===== src/rtl/alu_result_stage_if.sv =====
// Interface between the ALU result stage and its controller: capture handshake,
// register-transfer commands, bus selects and observed register state.
interface alu_result_stage_if #(
  parameter int unsigned OP_W = 4
);
  // Capture request
  logic            in_valid;
  logic            in_ready;
  logic [OP_W-1:0] op;
  logic [63:0]     C;

  // HI/LO transfer commands and bus selects
  logic            hi_in;
  logic            lo_in;
  logic            zlo_out;
  logic            zhi_out;
  logic            hi_out;
  logic            lo_out;

  // Datapath bus
  logic [31:0]     bus_data;
  logic            bus_drive;

  // Register state and status
  logic [31:0]     z_hi;
  logic [31:0]     z_lo;
  logic [31:0]     hi_q;
  logic [31:0]     lo_q;
  logic            busy;
  logic            done;
  logic            err;

  modport master (
    output in_valid, op, C,
    output hi_in, lo_in, zlo_out, zhi_out, hi_out, lo_out,
    input  in_ready, bus_data, bus_drive,
    input  z_hi, z_lo, hi_q, lo_q, busy, done, err
  );

  modport slave (
    input  in_valid, op, C,
    input  hi_in, lo_in, zlo_out, zhi_out, hi_out, lo_out,
    output in_ready, bus_data, bus_drive,
    output z_hi, z_lo, hi_q, lo_q, busy, done, err
  );
endinterface


===== src/rtl/alu_result_stage.sv =====
// ALU result stage: captures the 64-bit ALU result into Z (with a settle delay
// for MUL/DIV), transfers Z into HI/LO and drives one register onto the bus.
module alu_result_stage #(
  parameter int unsigned MULDIV_WAIT = 2,
  parameter int unsigned OP_W        = 4
) (
  input  logic               clk,
  input  logic               clr,
  alu_result_stage_if.slave  bus
);

  localparam int unsigned CNT_W    = (MULDIV_WAIT > 0) ? (($clog2(MULDIV_WAIT + 1) > 0) ? $clog2(MULDIV_WAIT + 1) : 1) : 1;
  localparam logic [OP_W-1:0] OP_MUL   = OP_W'(6);
  localparam logic [OP_W-1:0] OP_DIV   = OP_W'(7);
  localparam logic [OP_W-1:0] OP_LAST  = OP_W'(12);
  localparam logic [CNT_W-1:0] CNT_LOAD = (MULDIV_WAIT > 0) ? CNT_W'(MULDIV_WAIT - 1) : '0;

  typedef enum logic {
    IDLE   = 1'b0,
    SETTLE = 1'b1
  } state_e;

  state_e             state_q, state_d;
  logic [CNT_W-1:0]   cnt_q,   cnt_d;
  logic [31:0]        z_hi_q,  z_hi_d;
  logic [31:0]        z_lo_q,  z_lo_d;
  logic [31:0]        hi_q,    hi_d;
  logic [31:0]        lo_q,    lo_d;
  logic               done_q,  done_d;
  logic               err_q,   err_d;

  logic               op_legal;
  logic               op_muldiv;

  assign op_legal  = (bus.op <= OP_LAST);
  assign op_muldiv = (bus.op == OP_MUL) || (bus.op == OP_DIV);

  // State and datapath registers
  always_ff @(posedge clk or posedge clr) begin
    if (clr) begin
      state_q <= IDLE;
      cnt_q   <= '0;
      z_hi_q  <= '0;
      z_lo_q  <= '0;
      hi_q    <= '0;
      lo_q    <= '0;
      done_q  <= 1'b0;
      err_q   <= 1'b0;
    end else begin
      state_q <= state_d;
      cnt_q   <= cnt_d;
      z_hi_q  <= z_hi_d;
      z_lo_q  <= z_lo_d;
      hi_q    <= hi_d;
      lo_q    <= lo_d;
      done_q  <= done_d;
      err_q   <= err_d;
    end
  end

  // Next-state, capture and HI/LO transfer
  always_comb begin
    state_d = state_q;
    cnt_d   = cnt_q;
    z_hi_d  = z_hi_q;
    z_lo_d  = z_lo_q;
    done_d  = 1'b0;
    err_d   = 1'b0;
    hi_d    = bus.hi_in ? z_hi_q : hi_q;
    lo_d    = bus.lo_in ? z_lo_q : lo_q;

    unique case (state_q)
      IDLE: begin
        if (bus.in_valid) begin
          if (!op_legal) begin
            err_d = 1'b1;
          end else if (op_muldiv && (MULDIV_WAIT > 0)) begin
            cnt_d   = CNT_LOAD;
            state_d = SETTLE;
          end else begin
            z_hi_d = bus.C[63:32];
            z_lo_d = bus.C[31:0];
            done_d = 1'b1;
          end
        end
      end
      SETTLE: begin
        // New requests are not queued while the MUL/DIV result settles
        if (cnt_q == '0) begin
          z_hi_d  = bus.C[63:32];
          z_lo_d  = bus.C[31:0];
          done_d  = 1'b1;
          state_d = IDLE;
        end else begin
          cnt_d = cnt_q - CNT_W'(1);
        end
      end
      default: state_d = IDLE;
    endcase
  end

  // Bus read mux, fixed priority zlo > zhi > lo > hi
  always_comb begin
    bus.bus_data = 32'd0;
    if (bus.zlo_out)      bus.bus_data = z_lo_q;
    else if (bus.zhi_out) bus.bus_data = z_hi_q;
    else if (bus.lo_out)  bus.bus_data = lo_q;
    else if (bus.hi_out)  bus.bus_data = hi_q;
  end

  assign bus.bus_drive = bus.zlo_out | bus.zhi_out | bus.lo_out | bus.hi_out;
  assign bus.in_ready  = (state_q == IDLE);
  assign bus.busy      = (state_q == SETTLE);
  assign bus.z_hi      = z_hi_q;
  assign bus.z_lo      = z_lo_q;
  assign bus.hi_q      = hi_q;
  assign bus.lo_q      = lo_q;
  assign bus.done      = done_q;
  assign bus.err       = err_q;

endmodule


===== src/flat_wrapper.sv =====
// flat-port wrapper written by rule: the top's interface ports become plain ports
module alu_result_stage_flat 
#(
  parameter int unsigned MULDIV_WAIT = 2,
  parameter int unsigned OP_W        = 4
)
  (clk, clr, bus_in_valid, bus_op, bus_C, bus_hi_in, bus_lo_in, bus_zlo_out, bus_zhi_out, bus_hi_out, bus_lo_out, bus_in_ready, bus_bus_data, bus_bus_drive, bus_z_hi, bus_z_lo, bus_hi_q, bus_lo_q, bus_busy, bus_done, bus_err);
  alu_result_stage_if #(.OP_W(OP_W)) bus_i ();
  input  logic clk;
  input  logic clr;
  input wire logic [$bits(bus_i.in_valid)-1:0] bus_in_valid;
  input wire logic [$bits(bus_i.op)-1:0] bus_op;
  input wire logic [$bits(bus_i.C)-1:0] bus_C;
  input wire logic [$bits(bus_i.hi_in)-1:0] bus_hi_in;
  input wire logic [$bits(bus_i.lo_in)-1:0] bus_lo_in;
  input wire logic [$bits(bus_i.zlo_out)-1:0] bus_zlo_out;
  input wire logic [$bits(bus_i.zhi_out)-1:0] bus_zhi_out;
  input wire logic [$bits(bus_i.hi_out)-1:0] bus_hi_out;
  input wire logic [$bits(bus_i.lo_out)-1:0] bus_lo_out;
  output wire logic [$bits(bus_i.in_ready)-1:0] bus_in_ready;
  output wire logic [$bits(bus_i.bus_data)-1:0] bus_bus_data;
  output wire logic [$bits(bus_i.bus_drive)-1:0] bus_bus_drive;
  output wire logic [$bits(bus_i.z_hi)-1:0] bus_z_hi;
  output wire logic [$bits(bus_i.z_lo)-1:0] bus_z_lo;
  output wire logic [$bits(bus_i.hi_q)-1:0] bus_hi_q;
  output wire logic [$bits(bus_i.lo_q)-1:0] bus_lo_q;
  output wire logic [$bits(bus_i.busy)-1:0] bus_busy;
  output wire logic [$bits(bus_i.done)-1:0] bus_done;
  output wire logic [$bits(bus_i.err)-1:0] bus_err;
  assign bus_i.in_valid = bus_in_valid;
  assign bus_i.op = bus_op;
  assign bus_i.C = bus_C;
  assign bus_i.hi_in = bus_hi_in;
  assign bus_i.lo_in = bus_lo_in;
  assign bus_i.zlo_out = bus_zlo_out;
  assign bus_i.zhi_out = bus_zhi_out;
  assign bus_i.hi_out = bus_hi_out;
  assign bus_i.lo_out = bus_lo_out;
  assign bus_in_ready = bus_i.in_ready;
  assign bus_bus_data = bus_i.bus_data;
  assign bus_bus_drive = bus_i.bus_drive;
  assign bus_z_hi = bus_i.z_hi;
  assign bus_z_lo = bus_i.z_lo;
  assign bus_hi_q = bus_i.hi_q;
  assign bus_lo_q = bus_i.lo_q;
  assign bus_busy = bus_i.busy;
  assign bus_done = bus_i.done;
  assign bus_err = bus_i.err;
  alu_result_stage #(.MULDIV_WAIT(MULDIV_WAIT), .OP_W(OP_W)) u_core (.clk(clk), .clr(clr), .bus(bus_i));
endmodule

===== config.mk =====
export PLATFORM = sky130hd
export DESIGN_NAME = alu_result_stage_flat
export DESIGN_NICKNAME = d
export VERILOG_FILES = /design/src/rtl/alu_result_stage_if.sv /design/src/rtl/alu_result_stage.sv /design/src/flat_wrapper.sv
export SDC_FILE = /design/constraint.sdc
export NUM_CORES = 1
export LEC_CHECK = 0
export BUFFER_PORTS_ARGS = -buffer_cell sky130_fd_sc_hd__buf_2
export CAP_MARGIN = 10
export CORE_MARGIN = 4
export CORE_UTILIZATION = 45
export DETAILED_ROUTE_END_ITERATION = 8
export PLACE_DENSITY = 0.79
export SLEW_MARGIN = 20
export SYNTH_ARGS = -nofsm -noshare
export SYNTH_HDL_FRONTEND = slang
export SYNTH_SLANG_ARGS = --single-unit

===== constraint.sdc =====
create_clock -name clk -period 4.7 [get_ports clk]
set_input_delay 0.47 -clock clk [delete_from_list [all_inputs] [get_ports clk]]
set_output_delay 0.47 -clock clk [all_outputs]
set_load 0.01 [all_outputs]

==> results by group, run 1 <==
Placement
  • Port bufs: ~240
  • Cells after DPL: 830
  • Post-placement setup slack: ~2100 ps
  • DP Area: between 0.007 and 0.008 mm2
  • HPWL after DPL: ~11000 um
  • GPL Wtd Cong: ~0.85

STA
  • Fin Setup TNS: 0 ps
  • Fmax: about 370 MHz
  • Final setup fails: 0
  • Unrepaired setup endpoints after global routing: false
  • Clock skew: between 6 and 7 ps
  • Tcrit/Tclk final: 56.83%
  • Final worst slack: 2029 ps
  • Final Max Slew Viols: 0
  • Tmin final: between 2000 and 3000 ps
  • Worst Tran Pin Value: 1080 ps
  • Slew headroom: between 20% and 30%
  • Fin. Hold Viols: 0

Floorplan
  • Full die area: 0.01552 mm2
  • Die width: approximately 120 um
  • Core Footprint: around 0.013 mm2
  • DIE HEIGHT: around 120 um
  • Initial Util: about 46%
  • # IOs: about 240
  • Row count: 42

Detailed routing
  • Routed WL per cell: between 15 and 20 um
  • DR iter-0 viols: around 260
  • Router iterations before antenna repair: 4
  • Residual DRC: 0
  • Post-DRT Antenna Nets: 0
  • Routed vias/inst: roughly 5.4
  • Post-Route WL: about 16000 um
  • Vias post-DR: about 4.7k

Layout
  • Final Util: between 60% and 70%
  • Ant diodes: 0
  • Register area: between 0.003 and 0.004 mm2
  • Filler cells: ~1.0k
  • Cell Count, Final, Fillers Out: roughly 860
  • Area delta synth->final: 31.54%
  • Layout cell share with drive strength beyond 1: 58.89%
  • Final Cell Area: between 0.008 and 0.009 mm2
  • Nets: 752
  • Multi-input logic area: between 0.002 and 0.003 mm2

Setup path
  • Crit Path Category: in2out
  • CP Capture Point: bus_bus_data[0]
  • Worst r2r src: u_core.bus.busy
  • Crit path DAT: around 2200 ps
  • Crit start category: input port
  • Worst-case reg-to-reg path depth: 4
  • CP endpoint kind: primary output
  • Critical R2R Capture: u_core.bus.z_lo[17]
  • Beginning of the critical path: bus_lo_out
  • Critical-path maximum fanout: 35
  • R2R Setup Slk: about 2500 ps
  • Required time of the worst setup path: around 4200 ps

Pwr
  • Logic pwr share: between 30 and 40%
  • Flop pwr share: approximately 39%
  • LEAKAGE: between 3 and 4 nW
  • Switching power: slightly below 0.002 W
  • PwrDens: roughly 700 mW/mm2
  • Pint: roughly 0.0037 W
  • Sw Share: between 30% and 40%
  • Power share of the clock group: between 20% and 30%
  • Worst VDD drop: approximately 370 uV

Global routing
  • Global route overflow: 0
  • Largest net degree at the start of global routing: 100
  • Global-route wire length before repair: about 27000 um
  • Vias in the first global route: about 5.1k
  • Initial antenna violation count: 0
  • GRT Total Usage: between 20% and 30%

Logic synthesis
  • Cell variety after synth: 22
  • Avg Synthesized Cell Area: 13.68 um2
  • Mapped Cells: about 450
  • Mapped Area: ~0.0061 mm2
  • Sequential fraction of the synthesis area: a little over half
  • Area share of the largest cell type after synthesis: between 50% and 60%
  • Synth area leader: dfrtp_1
  • Flops & latches, synth: approximately 130
  • Mapped Nets: approximately 530
  • Synth warn: 0
  • Dominant cells by area after synthesis: dfrtp_1, mux2_2, mux2_4, a221oi_1, o31ai_1

Clock tree
  • Cts hold-fix bufs: 0
  • CTS tree: done
  • Post-CTS Setup Repair Bufs: 0
  • CTS resizes: 0
  • Clk Latency, worst-skew pair: between 400 and 500 ps
  • Sink Count: around 130
  • CTS buffer count: 17
  • H-tree levels: 4
  • Longest Clk Path Bufs: 2
  • CTS Root Cell: clkbuf_16
  • Clock transition at path regs: ~60 ps

Status
  • Status: completed

Job
  • Max Cap Violations: 0

Min path
  • Hold crit path type: in2async
==> cell type report <==
type | count | area share, %
well taps | 176 | 2.737
clock inverters | 9 | 1.866
flip-flops and latches | 133 | 41.36
clock buffers | 22 | 5.893
repair buffers | 244 | 15.55
multi-input cells | 270 | 32.16
inverters | 8 | 0.4354
==> through the flow <==
step	total power [W]	hold slack (ps)
finish	0.005635	265.7
global route	0.005966	266.2
CTS	0.005686	267.2
detailed placement	0.004253	501.8
global placement	0.004174	482.0
floorplan	0.003324	465.9
==> placed cells by master, fill, tap and decap left out, drive strengths merged <==
master | netlist | layout
dfrtp | 133 | 133
clkinvlp | 0 | 2
nand2 | 33 | 33
nor3b | 2 | 2
o21ai | 1 | 1
mux2i | 1 | 1
bufinv | 0 | 4
a22o | 2 | 2
a21oi | 2 | 2
buf | 16 | 244
or4 | 1 | 1
a221o | 1 | 1
a221oi | 31 | 31
inv | 8 | 8
mux2 | 128 | 128
clkinv | 0 | 3
o31ai | 31 | 31
o2111a | 1 | 1
ha | 1 | 1
nor2b | 34 | 34
a41oi | 1 | 1
clkbuf | 20 | 22
==> cells in the mapped netlist <==
cell,instances
mux2i_1,1
a22o_1,2
mux2_4,49
dfrtp_1,133
ha_1,1
buf_1,6
nor2b_1,34
inv_1,8
or4_1,1
o31ai_1,31
a41oi_1,1
buf_6,6
o2111a_1,1
a21oi_1,2
a221oi_1,31
buf_2,4
o21ai_0,1
clkbuf_1,20
a221o_1,1
nor3b_1,2
mux2_2,79
nand2_1,33
==> worst min-delay path by stage <==
stage,end,start,depth (start not counted)
4_1_cts,u_core.bus.z_hi[26],bus_C[58],2
3_5_place_dp,u_core.cnt_q[1],u_core.cnt_q[1],1
2_1_floorplan,u_core.cnt_q[1],u_core.cnt_q[1],1
6_report,u_core.bus.z_hi[11],clr,2
3_3_place_gp,u_core.cnt_q[1],u_core.cnt_q[1],1
5_1_grt,u_core.bus.z_hi[24],bus_C[56],2
==> registers in the layout (all words and copies together) (netlist names) <==
name             count
u_core.bus.z_lo     32
u_core.cnt_q         2
u_core.bus.hi_q     32
u_core.bus.done      1
u_core.bus.busy      1
u_core.bus.z_hi     32
u_core.bus.lo_q     32
u_core.bus.err       1
==> metal layers <==
metal  up-vias  global-route usage, %  wire (um)
met5         -                      0          0
met4         0                  7.672        281
met3        29                  5.575       1093
li1       2090                      -          -
met1      2346                  26.02       6689
met2       208                  36.29       8242
==> power groups by stage <==
stage          Clock, W  Combinational (W)  Sequential [W]
2_1_floorplan         0            0.00100         0.00232
3_3_place_gp          0            0.00201         0.00216
3_5_place_dp          0            0.00207         0.00219
4_1_cts         0.00143            0.00208         0.00218
5_1_grt         0.00149            0.00221         0.00227
6_report        0.00140            0.00205         0.00219
==> worst max-delay path: stages <==
cell and delay [ps]:
buf_2 360, nor2b_2 200, buf_4 390, a221oi_1 150, o31ai_1 390, buf_2 200
==> kinds of logic after synthesis <==
family	share of synthesized area [%]
adders and majority gates	0.2045
AOI/OAI and AO/OA	9.266
buffers and inverters	3.518
muxes	26.73
and+or+nand+nor	5.870
DFF	54.41
Note: power is estimated with default switching activity, not from simulation.
==> run 2: changes to the inputs <==
--- a/config.mk
+++ b/config.mk
@@ -8,9 +8,9 @@
 export BUFFER_PORTS_ARGS = -buffer_cell sky130_fd_sc_hd__buf_2
 export CAP_MARGIN = 10
 export CORE_MARGIN = 4
-export CORE_UTILIZATION = 45
+export CORE_UTILIZATION = 44
 export DETAILED_ROUTE_END_ITERATION = 8
-export PLACE_DENSITY = 0.79
+export PLACE_DENSITY = 0.8
 export SLEW_MARGIN = 20
 export SYNTH_ARGS = -nofsm -noshare
 export SYNTH_HDL_FRONTEND = slang
==> constraint.sdc (replaced) <==
create_clock -name clk -period 2.19 [get_ports clk]
set_input_delay 0.219 -clock clk [delete_from_list [all_inputs] [get_ports clk]]
set_output_delay 0.219 -clock clk [all_outputs]
set_load 0.01 [all_outputs]
==> run 2 against run 1 <==
  * Sequential share of layout area decreased by 0.43 points
  * Global-route usage increased by 1.0 points
  * Clock-buffer cell count increased by 2
  * Sequential power increased by 120%
  * Combinational power increased by 120%
  * First-iteration DRC count decreased by 9.1%
  * Non-clock buffer count increased by 8
  * Setup slack got worse by 1800 ps
==> results by group, run 2 (synthesized netlist as in run 1, its figures left out) <==
Pwr
  • LEAKAGE: 3.921 nW (+1.0%)
  • Worst VDD drop: 736.5 uV (+97%)
  • PwrDens: 1461 mW/mm2 (+110%)

Layout
  • Final Cell Area: 0.008132 mm2 (+1.1%)
  • Area delta synth->final: 32.93%
  • Layout cell share with drive strength beyond 1: 59.14% (+0.24 points)
  • Filler cells: 1101 (+5.2%)
  • Nets: 760 (+1.1%)
  • Cell Count, Final, Fillers Out: 871 (+1.0%)
  • Most common cell after layout, fill and taps aside: buf_2
  • Most frequent cells in the layout: buf_2, dfrtp_1, mux2_2
  • Ant diodes: 0 (unchanged)

Clock tree
  • CTS buffer count: 17 (unchanged)
  • Longest Clk Path Bufs: 2 (unchanged)
  • Cts hold-fix bufs: 1 (+1)
  • Clk Latency, worst-skew pair: 410 ps (about the same)
  • Clock transition at path regs: 60 ps (about the same)
  • CTS Root Cell: clkbuf_16
  • CTS tree: done
  • Post-CTS Setup Repair Bufs: 0 (unchanged)
  • H-tree levels: 4 (unchanged)
  • CTS resizes: 0 (unchanged)
  • Sink Count: 133 (unchanged)

STA
  • Tcrit/Tclk final: between 90% and 100%
  • Tmin final: ~2000 ps
  • Fin. Hold Viols: 0 (unchanged)
  • Final worst slack: 195.7 ps (-1833 ps)
  • Clock skew: 6.961 ps (+0.7860 ps)
  • Final Max Slew Viols: 0 (unchanged)
  • Fin Setup TNS: 0 ps (unchanged)
  • Slew headroom: 57.55% (+30 points)
  • Min Hold Slack: 32.29 ps (-233.4 ps)
  • Final setup fails: 0 (unchanged)
  • Worst Tran Pin Value: 636.7 ps (-443.2 ps)
  • Fmax: around 500 MHz
  • Unrepaired setup endpoints after global routing: false

Placement
  • Post-placement setup slack: 249.1 ps (-1827 ps)
  • HPWL after DPL: 12130 um (+12%)
  • Port bufs: 241 (unchanged)
  • Cells after DPL: 838 (+0.96%)
  • GPL Wtd Cong: 0.8273 (-3.2%)
  • DP Area: 0.007556 mm2 (+2.2%)

Detailed routing
  • DR iter-0 viols: 240 (-9.1%)
  • Router iterations before antenna repair: 6 (+2)
  • Post-Route WL: 17370 um (+6.5%)
  • Routed vias/inst: 5.431 (+0.17%)
  • Routed WL per cell: 19.94 um (+5.4%)
  • Vias post-DR: 4730 (+1.2%)
  • Post-DRT Antenna Nets: 0 (unchanged)
  • Residual DRC: 0 (unchanged)

Setup path
  • Critical-path maximum fanout: 32 (-8.6%)
  • Worst-case reg-to-reg path depth: 4 (unchanged)
  • CP endpoint kind: flop
  • Critical R2R Capture: u_core.bus.z_lo[6]
  • Crit path DAT: 2290 ps (+90 ps)
  • Worst r2r src: u_core.bus.busy
  • Crit Path Category: reg2reg
  • Beginning of the critical path: u_core.bus.busy
  • Crit start category: flop
  • Required time of the worst setup path: 2480 ps (-1750 ps)
  • R2R Setup Slk: 200 ps (-2300 ps)
  • CP Capture Point: u_core.bus.z_lo[6]

Floorplan
  • Full die area: 0.01585 mm2 (+2.1%)
  • Core Footprint: 0.01345 mm2 (+1.2%)
  • Initial Util: 45.47% (-0.54 points)
  • Row count: 42 (unchanged)
  • # IOs: 242 (unchanged)
  • Die width: 125.9 um (+1.1%)
  • DIE HEIGHT: 125.9 um (+1.1%)

Global routing
  • Initial antenna violation count: 0 (unchanged)
  • Largest net degree at the start of global routing: 71 (-29%)
  • Vias in the first global route: 5212 (+3.0%)
  • GRT Total Usage: 22.28% (+1.0 points)
  • Global route overflow: 0 (unchanged)
  • Global-route wire length before repair: 28220 um (+4.9%)

Status
  • Status: completed

Job
  • Max Cap Violations: 0 (unchanged)

Min path
  • Hold crit path type: in2reg
-- run 2: worst min path at each step --
stage / from / end / slack, ps / cells past startpoint
4_1_cts: bus_C[59] / u_core.bus.z_hi[27] / 10 / 2
3_5_place_dp: clr / u_core.bus.hi_q[22] / 380 / 3
5_1_grt: bus_C[29] / u_core.bus.z_lo[29] / 10 / 2
6_report: bus_C[29] / u_core.bus.z_lo[29] / 30 / 2
2_1_floorplan: bus_op[3] / u_core.bus.err / 350 / 1
3_3_place_gp: clr / u_core.bus.hi_q[22] / 370 / 3
-- run 2: cell type report --
type	count	area (um2)	area share (%)
sequential	133	3328	40.93
multi-input combinational	270	2592	31.88
timing repair buffer	252	1391	17.11
clock buffer	24	491.7	6.047
tap	176	220.2	2.708
clock inverter	8	73.82	0.9078
inverter	8	33.78	0.4154
-- run 2: routing by layer --
layer / track usage, % / wire length (um)
met1: 25.95 / 6640
met4: 9.085 / 474
met5: 0 / 0
met3: 7.240 / 1493
met2: 38.03 / 8764
-- run 2: critical path, stage by stage (launching register included) --
cell	delay (ps)
dfrtp_1	460
nor3b_1	300
a221o_4	240
buf_4	490
mux2_4	360
-- run 2: power by group --
| part | leakage (nW) | internal, W | switching [W] |
|---|---|---|---|
| logic | 2.09 | 0.00237 | 0.00209 |
| registers | 1.56 | 0.00360 | 0.00111 |
| clock network | 0.276 | 0.00167 | 0.00104 |
| total | 3.92 | 0.00764 | 0.00424 |
-- run 2: stage by stage --
step	util (%)	power (W)
2_1_floorplan	-	0.007134
3_3_place_gp	56.17	0.008996
3_5_place_dp	56.17	0.009234
4_1_cts	60.44	0.01199
5_1_grt	60.44	0.01258
6_report	60.44	0.01188
==> run 3: changes to the inputs <==
--- a/config.mk
+++ b/config.mk
@@ -10,7 +10,7 @@
 export CORE_MARGIN = 4
 export CORE_UTILIZATION = 44
 export DETAILED_ROUTE_END_ITERATION = 8
-export PLACE_DENSITY = 0.8
+export PLACE_DENSITY = 0.74
 export SLEW_MARGIN = 20
 export SYNTH_ARGS = -nofsm -noshare
 export SYNTH_HDL_FRONTEND = slang
==> run 3 against run 2 <==
  * The flow now finishes with violations (hold timing)
  * Sequential share of layout area fell by 0.18 points
  * Register-to-register slack improved by 100 ps
  * Combinational power is 1% lower
  * Highest routed layer unchanged
==> results by group, run 3 (synthesized netlist as in run 1, its figures left out) <==
Status
  • Status: complete, but fails checks
  • Failing checks: hold timing

Detailed routing
  • Routed vias/inst: 5.436 (+0.10%)
  • Post-Route WL: 16980 um (-2.3%)
  • Router iterations before antenna repair: 4 (-2)
  • Residual DRC: 0 (unchanged)
  • Post-DRT Antenna Nets: 0 (unchanged)
  • DR iter-0 viols: 233 (-2.9%)
  • Vias post-DR: 4713 (-0.36%)
  • Routed WL per cell: 19.58 um (-1.8%)

Pwr
  • Switching power: 0.004247 W (+0.15%)
  • Logic pwr share: 35.9% (-1.7 points)
  • LEAKAGE: 3.942 nW (+0.54%)
  • Power share of the clock group: 25.7% (+2.9 points)
  • Pint: 0.008032 W (+5.1%)
  • Worst VDD drop: 790.6 uV (+7.3%)
  • Sw Share: 34.59% (-1.1 points)
  • Flop pwr share: 38.4% (-1.2 points)
  • PwrDens: 1503 mW/mm2 (+2.9%)
  • Total Power: 0.01228 W (+3.3%)

Clock tree
  • Longest Clk Path Bufs: 2 (unchanged)
  • Sink Count: 133 (unchanged)
  • Clk Latency, worst-skew pair: 420 ps (about the same)
  • CTS buffer count: 17 (unchanged)
  • Cts hold-fix bufs: 0 (-1)
  • Clock transition at path regs: 60 ps (about the same)
  • H-tree levels: 4 (unchanged)
  • CTS Root Cell: clkbuf_16
  • CTS tree: done
  • Post-CTS Setup Repair Bufs: 0 (unchanged)
  • CTS resizes: 0 (unchanged)

Placement
  • GPL Wtd Cong: 0.9188 (+11%)
  • Post-placement setup slack: 308.9 ps (+59.75 ps)
  • Port bufs: 241 (unchanged)
  • HPWL after DPL: 11360 um (-6.4%)

Floorplan
  • Full die area: 0.01585 mm2 (unchanged)
  • Row count: 42 (unchanged)
  • Core Footprint: 0.01345 mm2 (unchanged)
  • Initial Util: 45.47% (unchanged)
  • Die width: 125.9 um (unchanged)
  • # IOs: 242 (unchanged)
  • DIE HEIGHT: 125.9 um (unchanged)

Setup path
  • Critical-path maximum fanout: 65 (+100%)
  • CP peak stage delay: 450 ps (-40 ps)
  • Worst path top cell family by delay: flip-flops
  • CP endpoint kind: flop
  • Buf+Inv Stages, Crit Path: 1 (unchanged)
  • Crit start category: flop
  • Crit path DAT: 2190 ps (-100 ps)
  • Crit-path cells: nor3b_1, a221o_4, buf_12, mux2_2
  • Crit Path Category: reg2reg
  • Required time of the worst setup path: 2490 ps (about the same)
  • Slowest library cell on the worst path: dfrtp_1

STA
  • Fin. Hold Viols: 1 (+1)
  • Final Max Slew Viols: 0 (unchanged)
  • Min Hold Slack: -16.86 ps (-49.14 ps)
  • Worst Tran Pin Value: 710.8 ps (+74.11 ps)
  • Unrepaired setup endpoints after global routing: false
  • Slew headroom: 52.61% (-4.9 points)
  • Clock skew: 7.004 ps (+0.04288 ps)
  • Fmax: 528.8 MHz (+5.5%)
  • Tmin final: 1891 ps (-103.2 ps)
  • Tcrit/Tclk final: 86.35% (-4.7 points)
  • Fin Setup TNS: 0 ps (unchanged)
  • Final setup fails: 0 (unchanged)
  • Final worst slack: 298.9 ps (+103.2 ps)

Global routing
  • Initial antenna violation count: 0 (unchanged)
  • Global-route wire length before repair: 27740 um (-1.7%)
  • Global route overflow: 0 (unchanged)
  • Largest net degree at the start of global routing: 134 (+89%)
  • GRT Total Usage: 21.86% (-0.42 points)
  • Vias in the first global route: 5131 (-1.6%)

Min path
  • Hold crit path type: in2async

Layout
  • Most frequent cells in the layout: buf_2, dfrtp_1, mux2_2
  • Filler cells: 1083 (-1.6%)
  • Area delta synth->final: 33.52%
  • Most common cell after layout, fill and taps aside: buf_2
  • Ant diodes: 0 (unchanged)
  • Layout cell share with drive strength beyond 1: 59.33% (+0.20 points)
  • Nets: 756 (-0.53%)

Job
  • Max Cap Violations: 0 (unchanged)
run 3: final timing paths:
| kind | from | slack [ps] | to | depth (start not counted) |
|---|---|---|---|---|
| worst min register to register | u_core.cnt_q[1] | 510 | u_core.cnt_q[1] | 1 |
| min in group clk | bus_C[22] | 30 | u_core.bus.z_lo[22] | 2 |
| worst min-delay path | clr | -20 | u_core.bus.lo_q[23] | 3 |
| worst max register to register | u_core.bus.busy | 300 | u_core.bus.z_lo[18] | 4 |
| max in group asynchronous | clr | 1660 | u_core.bus.hi_q[8] | 3 |
| worst max-delay path | u_core.bus.busy | 300 | u_core.bus.z_lo[18] | 4 |
run 3: stage by stage:
stage               cell area (um2)  std cells  util, %  hold WS [ps]
finish                         8168        867    60.71        -16.86
detailed placement             7508        835    55.81         452.9
floorplan                      6121        447        -         353.4
global placement               7508        835    55.81         450.7
global route                   8168        867    60.71         11.97
CTS                            8165        867    60.70         9.231
run 3: power groups by stage:
stage / registers (W) / clock network [W] / logic, W
after floorplan: 0.00499 / 0 / 0.00215
after global placement: 0.00465 / 0 / 0.00434
after detailed placement: 0.00472 / 0 / 0.00443
after CTS: 0.00470 / 0.00321 / 0.00446
after global routing: 0.00489 / 0.00334 / 0.00476
final: 0.00471 / 0.00316 / 0.00441
run 3: layout make-up:
type	count	area, um2	area share, %
Sequential cell	133	3328	40.75
Multi-Input combinational cell	270	2592	31.74
Clock inverter	12	200.2	2.451
Timing Repair Buffer	248	1336	16.36
Clock buffer	20	456.7	5.591
Inverter	8	33.78	0.4136
Tap cell	176	220.2	2.696
run 3: per-layer routing:
metal  wire length [um]  GRT usage [%]  up-vias
li1                   -              -     2104
met1               6890          26.76     2386
met2               8531          36.96      202
met3               1282          6.351       21
met4                272          7.760        0
met5                  0              0        -
run 3: tightest hold or removal path, stage by stage:
cell and delay, ps:
buf_2 110, clkinvlp_4 70, buf_12 490
